**src/rtl/riscv_opcodes_pkg.sv**
```systemverilog
// Opcode/funct constants, INSTR_NOP, the encoder mnemonic enum and the
// per-mnemonic format table used by riscv_instr_encoder.
package riscv_opcodes_pkg;

    localparam logic [31:0] INSTR_NOP = 32'h0000_0013;

    localparam logic [6:0] OPC_LUI      = 7'b0110111;
    localparam logic [6:0] OPC_AUIPC    = 7'b0010111;
    localparam logic [6:0] OPC_JAL      = 7'b1101111;
    localparam logic [6:0] OPC_JALR     = 7'b1100111;
    localparam logic [6:0] OPC_BRANCH   = 7'b1100011;
    localparam logic [6:0] OPC_LOAD     = 7'b0000011;
    localparam logic [6:0] OPC_STORE    = 7'b0100011;
    localparam logic [6:0] OPC_OP_IMM   = 7'b0010011;
    localparam logic [6:0] OPC_OP       = 7'b0110011;
    localparam logic [6:0] OPC_OP_IMM32 = 7'b0011011;
    localparam logic [6:0] OPC_OP32     = 7'b0111011;

    localparam logic [2:0] F3_ADD  = 3'd0;
    localparam logic [2:0] F3_SLL  = 3'd1;
    localparam logic [2:0] F3_SLT  = 3'd2;
    localparam logic [2:0] F3_SLTU = 3'd3;
    localparam logic [2:0] F3_XOR  = 3'd4;
    localparam logic [2:0] F3_SR   = 3'd5;
    localparam logic [2:0] F3_OR   = 3'd6;
    localparam logic [2:0] F3_AND  = 3'd7;

    localparam logic [2:0] F3_BEQ  = 3'd0;
    localparam logic [2:0] F3_BNE  = 3'd1;
    localparam logic [2:0] F3_BLT  = 3'd4;
    localparam logic [2:0] F3_BGE  = 3'd5;
    localparam logic [2:0] F3_BLTU = 3'd6;
    localparam logic [2:0] F3_BGEU = 3'd7;

    localparam logic [2:0] F3_B    = 3'd0;
    localparam logic [2:0] F3_H    = 3'd1;
    localparam logic [2:0] F3_W    = 3'd2;
    localparam logic [2:0] F3_D    = 3'd3;
    localparam logic [2:0] F3_BU   = 3'd4;
    localparam logic [2:0] F3_HU   = 3'd5;
    localparam logic [2:0] F3_WU   = 3'd6;

    localparam logic [6:0] F7_BASE = 7'b0000000;
    localparam logic [6:0] F7_ALT  = 7'b0100000;  // bit 30: SUB / arithmetic shift

    localparam logic [31:0] INSTR_FENCE  = 32'h0FF0_000F;
    localparam logic [31:0] INSTR_ECALL  = 32'h0000_0073;
    localparam logic [31:0] INSTR_EBREAK = 32'h0010_0073;
    localparam logic [31:0] INSTR_MRET   = 32'h3020_0073;
    localparam logic [31:0] INSTR_SRET   = 32'h1020_0073;
    localparam logic [31:0] INSTR_WFI    = 32'h1050_0073;

    typedef enum logic [5:0] {
        OP_LUI, OP_AUIPC, OP_JAL, OP_JALR,
        OP_BEQ, OP_BNE, OP_BLT, OP_BGE, OP_BLTU, OP_BGEU,
        OP_LB, OP_LH, OP_LW, OP_LBU, OP_LHU,
        OP_SB, OP_SH, OP_SW,
        OP_ADDI, OP_SLTI, OP_SLTIU, OP_XORI, OP_ORI, OP_ANDI,
        OP_SLLI, OP_SRLI, OP_SRAI,
        OP_ADD, OP_SUB, OP_SLL, OP_SLT, OP_SLTU, OP_XOR, OP_SRL, OP_SRA, OP_OR, OP_AND,
        OP_FENCE, OP_ECALL, OP_EBREAK, OP_MRET, OP_SRET, OP_WFI,
        OP_LD, OP_SD, OP_LWU, OP_ADDIW, OP_ADDW, OP_SUBW, OP_SLLW, OP_SRLW, OP_SRAW,
        OP_SLLIW, OP_SRLIW, OP_SRAIW
    } enc_op_t;

    // FMT_SH is the I-format with a shift amount instead of a signed immediate
    typedef enum logic [3:0] {
        FMT_R, FMT_I, FMT_SH, FMT_S, FMT_B, FMT_U, FMT_J, FMT_FIX, FMT_BAD
    } enc_fmt_t;

    typedef struct packed {
        enc_fmt_t    fmt;
        logic        rv64;     // only legal with the RV64 extension built in
        logic        w_shift;  // 32-bit word shift: shamt limited to 5 bits
        logic [6:0]  opcode;
        logic [2:0]  funct3;
        logic [6:0]  funct7;
        logic [31:0] fixed;    // full word for FMT_FIX
    } op_info_t;

    function automatic op_info_t ent(enc_fmt_t fmt, logic [6:0] opc, logic [2:0] f3,
                                     logic [6:0] f7, logic rv64, logic wsh, logic [31:0] fixed);
        op_info_t e;
        e.fmt = fmt; e.opcode = opc; e.funct3 = f3; e.funct7 = f7;
        e.rv64 = rv64; e.w_shift = wsh; e.fixed = fixed;
        return e;
    endfunction

    // Per-mnemonic format table
    function automatic op_info_t op_info(enc_op_t op);
        case (op)
            OP_LUI:    return ent(FMT_U, OPC_LUI,      3'd0,    F7_BASE, 1'b0, 1'b0, 32'd0);
            OP_AUIPC:  return ent(FMT_U, OPC_AUIPC,    3'd0,    F7_BASE, 1'b0, 1'b0, 32'd0);
            OP_JAL:    return ent(FMT_J, OPC_JAL,      3'd0,    F7_BASE, 1'b0, 1'b0, 32'd0);
            OP_JALR:   return ent(FMT_I, OPC_JALR,     3'd0,    F7_BASE, 1'b0, 1'b0, 32'd0);
            OP_BEQ:    return ent(FMT_B, OPC_BRANCH,   F3_BEQ,  F7_BASE, 1'b0, 1'b0, 32'd0);
            OP_BNE:    return ent(FMT_B, OPC_BRANCH,   F3_BNE,  F7_BASE, 1'b0, 1'b0, 32'd0);
            OP_BLT:    return ent(FMT_B, OPC_BRANCH,   F3_BLT,  F7_BASE, 1'b0, 1'b0, 32'd0);
            OP_BGE:    return ent(FMT_B, OPC_BRANCH,   F3_BGE,  F7_BASE, 1'b0, 1'b0, 32'd0);
            OP_BLTU:   return ent(FMT_B, OPC_BRANCH,   F3_BLTU, F7_BASE, 1'b0, 1'b0, 32'd0);
            OP_BGEU:   return ent(FMT_B, OPC_BRANCH,   F3_BGEU, F7_BASE, 1'b0, 1'b0, 32'd0);
            OP_LB:     return ent(FMT_I, OPC_LOAD,     F3_B,    F7_BASE, 1'b0, 1'b0, 32'd0);
            OP_LH:     return ent(FMT_I, OPC_LOAD,     F3_H,    F7_BASE, 1'b0, 1'b0, 32'd0);
            OP_LW:     return ent(FMT_I, OPC_LOAD,     F3_W,    F7_BASE, 1'b0, 1'b0, 32'd0);
            OP_LBU:    return ent(FMT_I, OPC_LOAD,     F3_BU,   F7_BASE, 1'b0, 1'b0, 32'd0);
            OP_LHU:    return ent(FMT_I, OPC_LOAD,     F3_HU,   F7_BASE, 1'b0, 1'b0, 32'd0);
            OP_SB:     return ent(FMT_S, OPC_STORE,    F3_B,    F7_BASE, 1'b0, 1'b0, 32'd0);
            OP_SH:     return ent(FMT_S, OPC_STORE,    F3_H,    F7_BASE, 1'b0, 1'b0, 32'd0);
            OP_SW:     return ent(FMT_S, OPC_STORE,    F3_W,    F7_BASE, 1'b0, 1'b0, 32'd0);
            OP_ADDI:   return ent(FMT_I, OPC_OP_IMM,   F3_ADD,  F7_BASE, 1'b0, 1'b0, 32'd0);
            OP_SLTI:   return ent(FMT_I, OPC_OP_IMM,   F3_SLT,  F7_BASE, 1'b0, 1'b0, 32'd0);
            OP_SLTIU:  return ent(FMT_I, OPC_OP_IMM,   F3_SLTU, F7_BASE, 1'b0, 1'b0, 32'd0);
            OP_XORI:   return ent(FMT_I, OPC_OP_IMM,   F3_XOR,  F7_BASE, 1'b0, 1'b0, 32'd0);
            OP_ORI:    return ent(FMT_I, OPC_OP_IMM,   F3_OR,   F7_BASE, 1'b0, 1'b0, 32'd0);
            OP_ANDI:   return ent(FMT_I, OPC_OP_IMM,   F3_AND,  F7_BASE, 1'b0, 1'b0, 32'd0);
            OP_SLLI:   return ent(FMT_SH, OPC_OP_IMM,  F3_SLL,  F7_BASE, 1'b0, 1'b0, 32'd0);
            OP_SRLI:   return ent(FMT_SH, OPC_OP_IMM,  F3_SR,   F7_BASE, 1'b0, 1'b0, 32'd0);
            OP_SRAI:   return ent(FMT_SH, OPC_OP_IMM,  F3_SR,   F7_ALT,  1'b0, 1'b0, 32'd0);
            OP_ADD:    return ent(FMT_R, OPC_OP,       F3_ADD,  F7_BASE, 1'b0, 1'b0, 32'd0);
            OP_SUB:    return ent(FMT_R, OPC_OP,       F3_ADD,  F7_ALT,  1'b0, 1'b0, 32'd0);
            OP_SLL:    return ent(FMT_R, OPC_OP,       F3_SLL,  F7_BASE, 1'b0, 1'b0, 32'd0);
            OP_SLT:    return ent(FMT_R, OPC_OP,       F3_SLT,  F7_BASE, 1'b0, 1'b0, 32'd0);
            OP_SLTU:   return ent(FMT_R, OPC_OP,       F3_SLTU, F7_BASE, 1'b0, 1'b0, 32'd0);
            OP_XOR:    return ent(FMT_R, OPC_OP,       F3_XOR,  F7_BASE, 1'b0, 1'b0, 32'd0);
            OP_SRL:    return ent(FMT_R, OPC_OP,       F3_SR,   F7_BASE, 1'b0, 1'b0, 32'd0);
            OP_SRA:    return ent(FMT_R, OPC_OP,       F3_SR,   F7_ALT,  1'b0, 1'b0, 32'd0);
            OP_OR:     return ent(FMT_R, OPC_OP,       F3_OR,   F7_BASE, 1'b0, 1'b0, 32'd0);
            OP_AND:    return ent(FMT_R, OPC_OP,       F3_AND,  F7_BASE, 1'b0, 1'b0, 32'd0);
            OP_FENCE:  return ent(FMT_FIX, 7'd0, 3'd0, F7_BASE, 1'b0, 1'b0, INSTR_FENCE);
            OP_ECALL:  return ent(FMT_FIX, 7'd0, 3'd0, F7_BASE, 1'b0, 1'b0, INSTR_ECALL);
            OP_EBREAK: return ent(FMT_FIX, 7'd0, 3'd0, F7_BASE, 1'b0, 1'b0, INSTR_EBREAK);
            OP_MRET:   return ent(FMT_FIX, 7'd0, 3'd0, F7_BASE, 1'b0, 1'b0, INSTR_MRET);
            OP_SRET:   return ent(FMT_FIX, 7'd0, 3'd0, F7_BASE, 1'b0, 1'b0, INSTR_SRET);
            OP_WFI:    return ent(FMT_FIX, 7'd0, 3'd0, F7_BASE, 1'b0, 1'b0, INSTR_WFI);
            OP_LD:     return ent(FMT_I, OPC_LOAD,     F3_D,    F7_BASE, 1'b1, 1'b0, 32'd0);
            OP_SD:     return ent(FMT_S, OPC_STORE,    F3_D,    F7_BASE, 1'b1, 1'b0, 32'd0);
            OP_LWU:    return ent(FMT_I, OPC_LOAD,     F3_WU,   F7_BASE, 1'b1, 1'b0, 32'd0);
            OP_ADDIW:  return ent(FMT_I, OPC_OP_IMM32, F3_ADD,  F7_BASE, 1'b1, 1'b0, 32'd0);
            OP_ADDW:   return ent(FMT_R, OPC_OP32,     F3_ADD,  F7_BASE, 1'b1, 1'b0, 32'd0);
            OP_SUBW:   return ent(FMT_R, OPC_OP32,     F3_ADD,  F7_ALT,  1'b1, 1'b0, 32'd0);
            OP_SLLW:   return ent(FMT_R, OPC_OP32,     F3_SLL,  F7_BASE, 1'b1, 1'b0, 32'd0);
            OP_SRLW:   return ent(FMT_R, OPC_OP32,     F3_SR,   F7_BASE, 1'b1, 1'b0, 32'd0);
            OP_SRAW:   return ent(FMT_R, OPC_OP32,     F3_SR,   F7_ALT,  1'b1, 1'b0, 32'd0);
            OP_SLLIW:  return ent(FMT_SH, OPC_OP_IMM32, F3_SLL, F7_BASE, 1'b1, 1'b1, 32'd0);
            OP_SRLIW:  return ent(FMT_SH, OPC_OP_IMM32, F3_SR,  F7_BASE, 1'b1, 1'b1, 32'd0);
            OP_SRAIW:  return ent(FMT_SH, OPC_OP_IMM32, F3_SR,  F7_ALT,  1'b1, 1'b1, 32'd0);
            default:   return ent(FMT_BAD, 7'd0, 3'd0, F7_BASE, 1'b0, 1'b0, 32'd0);
        endcase
    endfunction

endpackage

```
**src/rtl/riscv_enc_queue.sv**
```systemverilog
// Synchronous FIFO of {err, instr} words with full/empty flags.
// Head entry is presented combinationally from storage; pointers wrap mod DEPTH.
module riscv_enc_queue #(
    parameter int DEPTH = 4,
    parameter int WIDTH = 33
) (
    input  logic             clk,
    input  logic             rst,
    input  logic             push,
    input  logic [WIDTH-1:0] wdata,
    input  logic             pop,
    output logic [WIDTH-1:0] rdata,
    output logic             full,
    output logic             empty
);
    localparam int AW = (DEPTH > 1) ? $clog2(DEPTH) : 1;
    localparam logic [AW:0] FULL_CNT = (AW+1)'(DEPTH);

    logic [WIDTH-1:0] mem [DEPTH];
    logic [AW-1:0]    wr_ptr, rd_ptr;
    logic [AW:0]      count;
    logic             do_push, do_pop;

    assign full    = (count == FULL_CNT);
    assign empty   = (count == '0);
    assign do_push = push && !full;
    assign do_pop  = pop && !empty;
    assign rdata   = mem[rd_ptr];

    // Pointer and occupancy tracking; push+pop together leaves count unchanged
    always_ff @(posedge clk or posedge rst) begin
        if (rst) begin
            wr_ptr <= '0;
            rd_ptr <= '0;
            count  <= '0;
        end else begin
            if (do_push) wr_ptr <= wr_ptr + 1'b1;
            if (do_pop)  rd_ptr <= rd_ptr + 1'b1;
            case ({do_push, do_pop})
                2'b10:   count <= count + 1'b1;
                2'b01:   count <= count - 1'b1;
                default: count <= count;
            endcase
        end
    end

    // Storage write; contents need no reset since empty masks them
    always_ff @(posedge clk) begin
        if (do_push) mem[wr_ptr] <= wdata;
    end

endmodule

```
**src/rtl/riscv_instr_encoder.sv**
```systemverilog
// RISC-V instruction encoder: mnemonic + operands -> 32-bit word, queued.
// Illegal ops and out-of-range immediates enqueue INSTR_NOP with err set.
// Optional feature macro: RV64_ENCODE_EN (RV64 ops, 6-bit shamt, XLEN=64).
module riscv_instr_encoder
    import riscv_opcodes_pkg::*;
#(
    parameter int QUEUE_DEPTH = 4,
    parameter int XLEN        = 32
) (
    input  logic            clk,
    input  logic            rst,
    input  logic            req_valid,
    output logic            req_ready,
    input  enc_op_t         req_op,
    input  logic [4:0]      req_rd,
    input  logic [4:0]      req_rs1,
    input  logic [4:0]      req_rs2,
    input  logic [XLEN-1:0] req_imm,
    output logic            out_valid,
    input  logic            out_ready,
    output logic [31:0]     out_instr,
    output logic            out_err
);

`ifdef RV64_ENCODE_EN
    localparam bit RV64_OK = 1'b1;
    if (XLEN != 32 && XLEN != 64) begin : g_bad_xlen
        $error("riscv_instr_encoder: XLEN must be 32 or 64");
    end
`else
    localparam bit RV64_OK = 1'b0;
    if (XLEN != 32) begin : g_bad_xlen
        $error("riscv_instr_encoder: XLEN must be 32 without RV64_ENCODE_EN");
    end
`endif

    if (QUEUE_DEPTH < 2 || (QUEUE_DEPTH & (QUEUE_DEPTH - 1)) != 0) begin : g_bad_depth
        $error("riscv_instr_encoder: QUEUE_DEPTH must be a power of 2, >= 2");
    end

    // True when v is representable as a signed bits-wide value
    function automatic logic fits_s(input logic [XLEN-1:0] v, input int bits);
        logic ok = 1'b1;
        for (int i = 0; i < XLEN; i++)
            if (i >= bits && v[i] != v[bits-1]) ok = 1'b0;
        return ok;
    endfunction

    // True when v < 2**bits as an unsigned value
    function automatic logic fits_u(input logic [XLEN-1:0] v, input int bits);
        logic ok = 1'b1;
        for (int i = 0; i < XLEN; i++)
            if (i >= bits && v[i]) ok = 1'b0;
        return ok;
    endfunction

    op_info_t    info;
    logic [31:0] enc_word;
    logic        enc_err;
    logic        fmt_bad, imm_ok;
    logic        q_full, q_empty, push, pop;
    logic [32:0] q_rdata;

    // Format-driven encoding with range checks; failures collapse to NOP+err
    always_comb begin
        info     = op_info(req_op);
        enc_word = INSTR_NOP;
        enc_err  = 1'b0;
        fmt_bad  = 1'b0;
        imm_ok   = 1'b1;
        case (info.fmt)
            FMT_R: enc_word = {info.funct7, req_rs2, req_rs1, info.funct3, req_rd, info.opcode};
            FMT_I: begin
                imm_ok   = fits_s(req_imm, 12);
                enc_word = {req_imm[11:0], req_rs1, info.funct3, req_rd, info.opcode};
            end
            FMT_SH: begin
                // shamt[5] lands on funct7[0], which is zero for every shift
                imm_ok   = fits_u(req_imm, (RV64_OK && !info.w_shift) ? 6 : 5);
                enc_word = {info.funct7[6:1], req_imm[5:0], req_rs1, info.funct3, req_rd, info.opcode};
            end
            FMT_S: begin
                imm_ok   = fits_s(req_imm, 12);
                enc_word = {req_imm[11:5], req_rs2, req_rs1, info.funct3, req_imm[4:0], info.opcode};
            end
            FMT_B: begin
                imm_ok   = fits_s(req_imm, 13) && !req_imm[0];
                enc_word = {req_imm[12], req_imm[10:5], req_rs2, req_rs1, info.funct3,
                            req_imm[4:1], req_imm[11], info.opcode};
            end
            FMT_U: begin
                imm_ok   = (req_imm[11:0] == 12'd0) && fits_s(req_imm, 32);
                enc_word = {req_imm[31:12], req_rd, info.opcode};
            end
            FMT_J: begin
                imm_ok   = fits_s(req_imm, 21) && !req_imm[0];
                enc_word = {req_imm[20], req_imm[10:1], req_imm[11], req_imm[19:12],
                            req_rd, info.opcode};
            end
            FMT_FIX: enc_word = info.fixed;
            default: fmt_bad  = 1'b1;
        endcase
        if (info.rv64 && !RV64_OK) fmt_bad = 1'b1;
        if (fmt_bad || !imm_ok) begin
            enc_word = INSTR_NOP;
            enc_err  = 1'b1;
        end
    end

    assign req_ready = !q_full;
    assign push      = req_valid && req_ready;
    assign pop       = out_valid && out_ready;

    riscv_enc_queue #(
        .DEPTH (QUEUE_DEPTH),
        .WIDTH (33)
    ) u_queue (
        .clk   (clk),
        .rst   (rst),
        .push  (push),
        .wdata ({enc_err, enc_word}),
        .pop   (pop),
        .rdata (q_rdata),
        .full  (q_full),
        .empty (q_empty)
    );

    assign out_valid = !q_empty;
    assign out_instr = q_empty ? INSTR_NOP : q_rdata[31:0];
    assign out_err   = !q_empty && q_rdata[32];

endmodule

```
**config.mk**
```make
export PLATFORM = sky130hd
export DESIGN_NAME = riscv_instr_encoder
export DESIGN_NICKNAME = d
export VERILOG_FILES = /design/src/rtl/riscv_opcodes_pkg.sv /design/src/rtl/riscv_enc_queue.sv /design/src/rtl/riscv_instr_encoder.sv
export SDC_FILE = /design/constraint.sdc
export NUM_CORES = 1
export LEC_CHECK = 0
export BUFFER_PORTS_ARGS = -buffer_cell sky130_fd_sc_hd__buf_2
export CAP_MARGIN = 20
export CORE_MARGIN = 10
export CORE_UTILIZATION = 40
export CTS_CLUSTER_DIAMETER = 40
export DETAILED_ROUTE_END_ITERATION = 6
export PLACE_DENSITY = 0.58
export SLEW_MARGIN = 10
export SYNTH_ARGS = -nofsm -noshare
export SYNTH_HDL_FRONTEND = slang
export SYNTH_SLANG_ARGS = --single-unit
```
**constraint.sdc**
```tcl
create_clock -name clk -period 3.4 [get_ports clk]
set_input_delay 0.85 -clock clk [delete_from_list [all_inputs] [get_ports clk]]
set_output_delay 0.85 -clock clk [all_outputs]
set_load 0.01 [all_outputs]
```
## Word-level counts from Yosys, hierarchy flattened

Memories as Yosys holds them, arrays and structs flattened.
Cells that the tools add are included.

| storage, ports and cells | value |
|---|---|
| output and inout port bits | 35 |
| logic and storage cells | 176 |
| input bits | 57 |
| memories | 2 |
| flip-flop bits (word level) | 7 |
| bits in read-only memories | 2176 |
| RAM bits | 132 |

Memories:

| memory | words | width | read ports | clocked after memory_dff | write ports | line | source |
|---|---|---|---|---|---|---|---|
| (name not given) | 64 | 34 | 1 | 0 | 0 | riscv_opcodes_pkg.sv:91 | `case (op)` |
| u_queue.mem | 4 | 33 | 1 | 0 | 1 | riscv_enc_queue.sv:19 | `logic [WIDTH-1:0] mem [DEPTH];` |

| cells by class | value |
|---|---|
| reduce and logical (&&, ||, !) cells | 18 |
| eq/ne operators | 60 |
| add/sub/neg operators | 4 |
| mux-type cells | 89 |

Operators by type and width:

| kind | number |
|---|---|
| case mux 32 bit (8 select lines) | 1 |
| two-way mux 1 bit | 84 |
| two-way mux 32 bit | 2 |
| != test 1 bit | 50 |
| == test 4 x 3 -> 1 bit (second input constant) | 4 |
| logical NOT 12 bit | 1 |
| == test 4 x 2 -> 1 bit (second input constant) | 2 |
| OR reduction 8 bit | 1 |
| logical AND 1 bit | 7 |
| case mux 3 bit (2 select lines) | 1 |
| case mux 1 bit (5 select lines) | 1 |
| adder 2 x 1 -> 2 bit (second input constant) | 2 |
| == test 4 x 1 -> 1 bit (second input constant) | 1 |
| logical NOT 1 bit | 4 |
| logical NOT 4 bit | 1 |
| adder 3 x 1 -> 3 bit (second input constant) | 1 |
| == test 3 bit (second input constant) | 1 |
| logical NOT 3 bit | 1 |
| subtractor 3 x 1 -> 3 bit (second input constant) | 1 |
| == test 2 x 1 -> 1 bit (second input constant) | 1 |
| == test 2 bit (second input constant) | 1 |
| nonzero test 2 bit | 1 |
| OR reduction 2 bit | 1 |
| logical OR 1 bit | 1 |

## Depth between registers and ports, before layout

| depth | value |
|---|---|
| depth after elaboration | 31 |
| gate-level depth with buffers | 12 |
| mapped depth without buffers | 10 |

## Modules after synthesis

Synthesis repeated with hierarchy kept, for this count alone.

| second synthesis, totals | value |
|---|---|
| cell total of the unflattened synthesis | 550 |
| area total of the unflattened synthesis | 7412.1 um2 |

By module, submodules not included:

| module | area an instance (um2) | instances | seq. area each (um2) | cells each |
|---|---|---|---|---|
| riscv_enc_queue | 5242.5 | 1 | 4139.0 | 211 |
| riscv_instr_encoder | 2169.6 | 1 | 0.0 | 339 |

## Worst setup path after synthesis

OpenSTA, ideal clock, no wires.

| timing path | value |
|---|---|
| path kind | input -> register |
| start point | input req_op[1] |
| end point | memory u_queue.mem[0][28] (data pin) |
| stages on the path | 11 |
| arrival time | 3212 ps |
| required time | 3127 ps |
| setup time | 273 ps |
| setup slack | -85 ps |
| buffers on the path | 2 |
| cells stage by stage | clkbuf_1 inv_1 ha_1 or3b_1 a21oi_2 nor2_1 nor2_1 a22oi_1 o31ai_2 buf_2 nor2_1 |

| between the ends | value |
|---|---|
| cells in the longest elaborated chain, start to end | 7 |
| elaborated cells on any way between the ends | 18 |
| those cells by class | eq/ne (7); mux (5); reduce/logical (5); memory (1) |

RTL lines:

| what | line | source |
|---|---|---|
| from (decl) | riscv_instr_encoder.sv:14 | `input enc_op_t req_op,` |
| memory read (64 x 34 bit) * | - |  |
| == test 4 x 3 -> 1 bit (tied with other cells) | riscv_instr_encoder.sv:71 | `case (info.fmt)` |
| OR reduction 8 bit (no source line) or OR reduction 2 bit (tied branches) | - |  |
| two-way mux 1 bit or case mux 1 bit (5 select lines) (tied branches) | riscv_instr_encoder.sv:71 |  |
| two-way mux 1 bit or logical NOT 1 bit (tied branches) | riscv_instr_encoder.sv:103, riscv_instr_encoder.sv:104 |  |
| logical OR 1 bit | riscv_instr_encoder.sv:104 | `if (fmt_bad \|\| !imm_ok) begin` |
| two-way mux 32 bit * | riscv_instr_encoder.sv:104 |  |
| via enc_word[28] | riscv_instr_encoder.sv:58 | `logic [31:0] enc_word;` |
| to (decl) | riscv_enc_queue.sv:19 |  |

The timed path passes the listed nets; every way through them passes the cells marked *.

## Worst setup path in the final report

| timing path | value |
|---|---|
| start point | input req_op[1] |
| end point | memory u_queue.mem[1][21] (data pin) |

The elaborated chain is that of the path after synthesis.

==> out/qor.txt <==
================================================================================
Run status                                                          complete, no violations
Placed wire-length estimate after detailed placement                   15,100 µm
Netlist Area Pre-Place                                                  7070 µm²
Die span in y                                                             153 µm
Data required, critical path                                             3.60 ns
Final hold slack                                                        0.374 ns
Leading register cell type out of synthesis                             edfxtp_1
Number of warning messages in the yosys log                                    0
Drt drc                                                                        0
Post-CTS Hold Buffers                                                          0
Count of placed standard cells including taps                                912
Crit Path Max Fanout                                                          18
Final Cell Area                                                         8860 µm²
Antenna diode count                                                            0
CP endpoint kind                                                       flip-flop
Final period demand of the worst path                                    3.16 ns
Layout overhead on the synthesized area                                    25.4%
Total power density per cell area                                     702 nW/µm²
Register bit total from synthesis                                            135
Antenna violations before repair                                               0
Type of the worst setup path                                        primary input to flip-flop
Proportion of layout cells with a drive suffix above 1                     36.2%
Max Clk Rate                                                             317 MHz
Number of antenna-violating nets in the routed design                          0
Clock buffer count from CTS                                                   17
Share of synthesized flip-flops with an asynchronous set or reset          5.19%
Clock-pin slew on the worst setup and hold paths                         0.06 ns
Clock tree root buffer cell                                            clkbuf_16
Avg Vias per Cell                                                           5.66
Startpoint types                                                    primary input
Finish-stage setup viols                                                       0
Worst slew margin                                                          40.5%
Width of the chip                                                         153 µm
Largest net degree at the start of global routing                             33
Sequential area share after synthesis                                      56.8%
Area after DPL                                                          8340 µm²
Number of enable flip-flop cells after synthesis                             128
Via count                                                                  5,342
Pre-CTS setup slack                                                    -0.180 ns
Worst-Skew Late Latency                                                  0.41 ns
Initial Utilization                                                        40.9%
Final RePlAce weighted congestion                                          0.930
Post-synthesis cell count                                                    544
First-pass GRT wire length                                             32,200 µm
Number of buffers inserted by port buffering                                  91
Via count of the first global-routing pass                                 5,595
Iteration-0 DRC Markers                                                      450
Global route overflow                                                          0
Final Hold Vio Count                                                           0
Tot Pwr                                                                  6.22 mW
Post-CTS Setup Inserts                                                         0
Placement Rows                                                                48
Max clock buf depth                                                            2
Number of distinct library cells after synthesis                              69
Met2 wirelength from detailed routing                                  10,200 µm
# resized after CTS                                                            0
Number of pins with negative max-slew slack in the final report                0
Die area                                                              23,400 µm²
Aggregate global-route resource usage                                      17.4%
Cell leakage power                                                       3.38 nW
# H-tree levels                                                                4
Routed metal-1 wirelength                                                8910 µm
Number of nets at the end of the flow                                        777
Slack of the critical path                                              0.243 ns
Average cell area after synthesis                                       13.0 µm²
Total length of routed met3 wires                                        1210 µm
Routed wirelength normalized by instance count                           21.8 µm
Tightest Pin Transition                                                 0.892 ns
Final cycle utilization of the critical path                               92.8%
RSZ-0062 raised after global routing                                       false
Worst IR drop on VDD                                                      515 µV
Number of max-cap violations                                                   0
Non-Filler Instances                                                         944
Std-Cell Core Area                                                    17,300 µm²
Routed wire length                                                     20,600 µm
Pre-Repair DR Iteration Count                                                  5
Fin Clk Skew                                                          0.00689 ns
Crit path arrival time                                                   3.36 ns
CTS tree                                                                     yes
Uppermost signal routing layer after detailed routing                       met4
Synthesized net count                                                        615
TritonCTS sink count                                                         135
Type of the worst min-delay path                                    primary input to async pin
Top-level I/O count                                                           92
================================================================================
==> per-layer routing <==
metal	up-vias	global-route usage, %
met2	176	28.5
met3	15	4.43
met5	-	0
met1	2700	22.6
met4	0	4.41
li1	2451	-
==> final timing paths <==
kind	start	end	slack, ns	depth (start not counted)
max	req_op[1]	u_queue.mem[1][21]	0.24	12
min	rst	u_queue.count[0]	0.37	2
max reg2reg	u_queue.count[2]	u_queue.count[2]	0.77	9
min reg2reg	u_queue.count[0]	u_queue.count[0]	0.50	1
max in group asynchronous	rst	u_queue.rd_ptr[0]	2.77	2
min in group clk	u_queue.count[0]	u_queue.count[0]	0.50	1
==> worst max-delay path, cell delays in order <==
cell and delay [ns]:
buf_2 0.12, inv_1 0.08, ha_1 0.20, or3b_1 0.47
a21oi_1 0.25, a211o_1 0.21, buf_4 0.15, nand3_1 0.07
a31oi_1 0.29, o31ai_4 0.17, buf_12 0.20, a21oi_1 0.29
==> layout make-up <==
cell class | instances | area [µm²]
Inverter | 16 | 60.1
Tap cell | 225 | 282
Clock buffer | 20 | 447
Multi-Input combinational cell | 361 | 2850
Timing Repair Buffer | 175 | 1120
Clock inverter | 12 | 78.8
Fill cell | 1517 | 8430
Sequential cell | 135 | 4020
==> report_power, final <==
part	switching, mW	internal (mW)
logic	1.21	1.06
registers	0.134	2.21
clock network	0.667	0.945
total	2.01	4.22
==> metrics by stage <==
stage                     TNS [ns]  util (%)
after floorplan                  0         -
after global placement      -12.14      48.2
after detailed placement    -19.23      48.2
after CTS                        0      51.3
after global routing             0      51.3
final                            0      51.3
==> sequential cells by signal, indices dropped and copies added (netlist names) <==
signal	flops
u_queue.mem	128
u_queue.count	3
u_queue.rd_ptr	2
u_queue.wr_ptr	2
==> cell usage after synthesis, types with 4 or more instances <==
| master | n | share of area (%) |
|---|---|---|
| dfrtp_1 | 7 | 2.5 |
| xnor2_1 | 5 | 0.62 |
| a22oi_1 | 14 | 1.5 |
| mux4_2 | 32 | 10 |
| nor4_1 | 4 | 0.35 |
| a21o_1 | 4 | 0.42 |
| inv_1 | 14 | 0.74 |
| ha_1 | 13 | 2.3 |
| a222oi_1 | 4 | 0.57 |
| o31ai_1 | 4 | 0.42 |
| clkbuf_1 | 15 | 0.80 |
| and2_1 | 33 | 2.9 |
| mux2i_1 | 9 | 1.3 |
| buf_1 | 7 | 0.37 |
| edfxtp_1 | 128 | 54 |
| or4_1 | 4 | 0.42 |
| o211ai_1 | 6 | 0.64 |
| nand4_1 | 5 | 0.44 |
| nand3_1 | 19 | 1.3 |
| a21oi_1 | 24 | 1.7 |
| a32oi_1 | 5 | 0.62 |
| and3_1 | 7 | 0.62 |
| nor2_1 | 38 | 2.0 |
| nor3_1 | 7 | 0.50 |
| buf_2 | 6 | 0.42 |
| o21ai_0 | 16 | 1.1 |
| nand2_1 | 46 | 2.4 |
==> cells by family (layout without fill, tap and decap cells) <==
kind of cell	count (synthesis)	after routing	share of synthesized area, %
and+or+nand+nor	179	179	12.8
AOI/OAI and AO/OA	118	118	12.3
DFF	135	135	56.8
muxes	42	42	11.6
xor gates and xnor gates	8	8	0.991
adders and majority gates	14	14	2.58
buffers and inverters	48	223	2.92
==> cells in the final DEF, fill, tap and decap left out, types with 6 or more instances in the layout <==
cell and count:
buf_4 81, buf_2 91, o21ai_0 16, o211ai_1 6
nand3_1 19, mux4_2 32, mux2i_1 9, ha_1 13
edfxtp_1 128, clkinv_2 6, inv_1 14, nor3_1 7
a22oi_1 14, nand2_1 46, a21oi_1 24, clkbuf_16 17
nor2_1 38, and2_1 33, and3_1 7, dfrtp_1 6
Note: power is estimated with default switching activity, not from simulation.
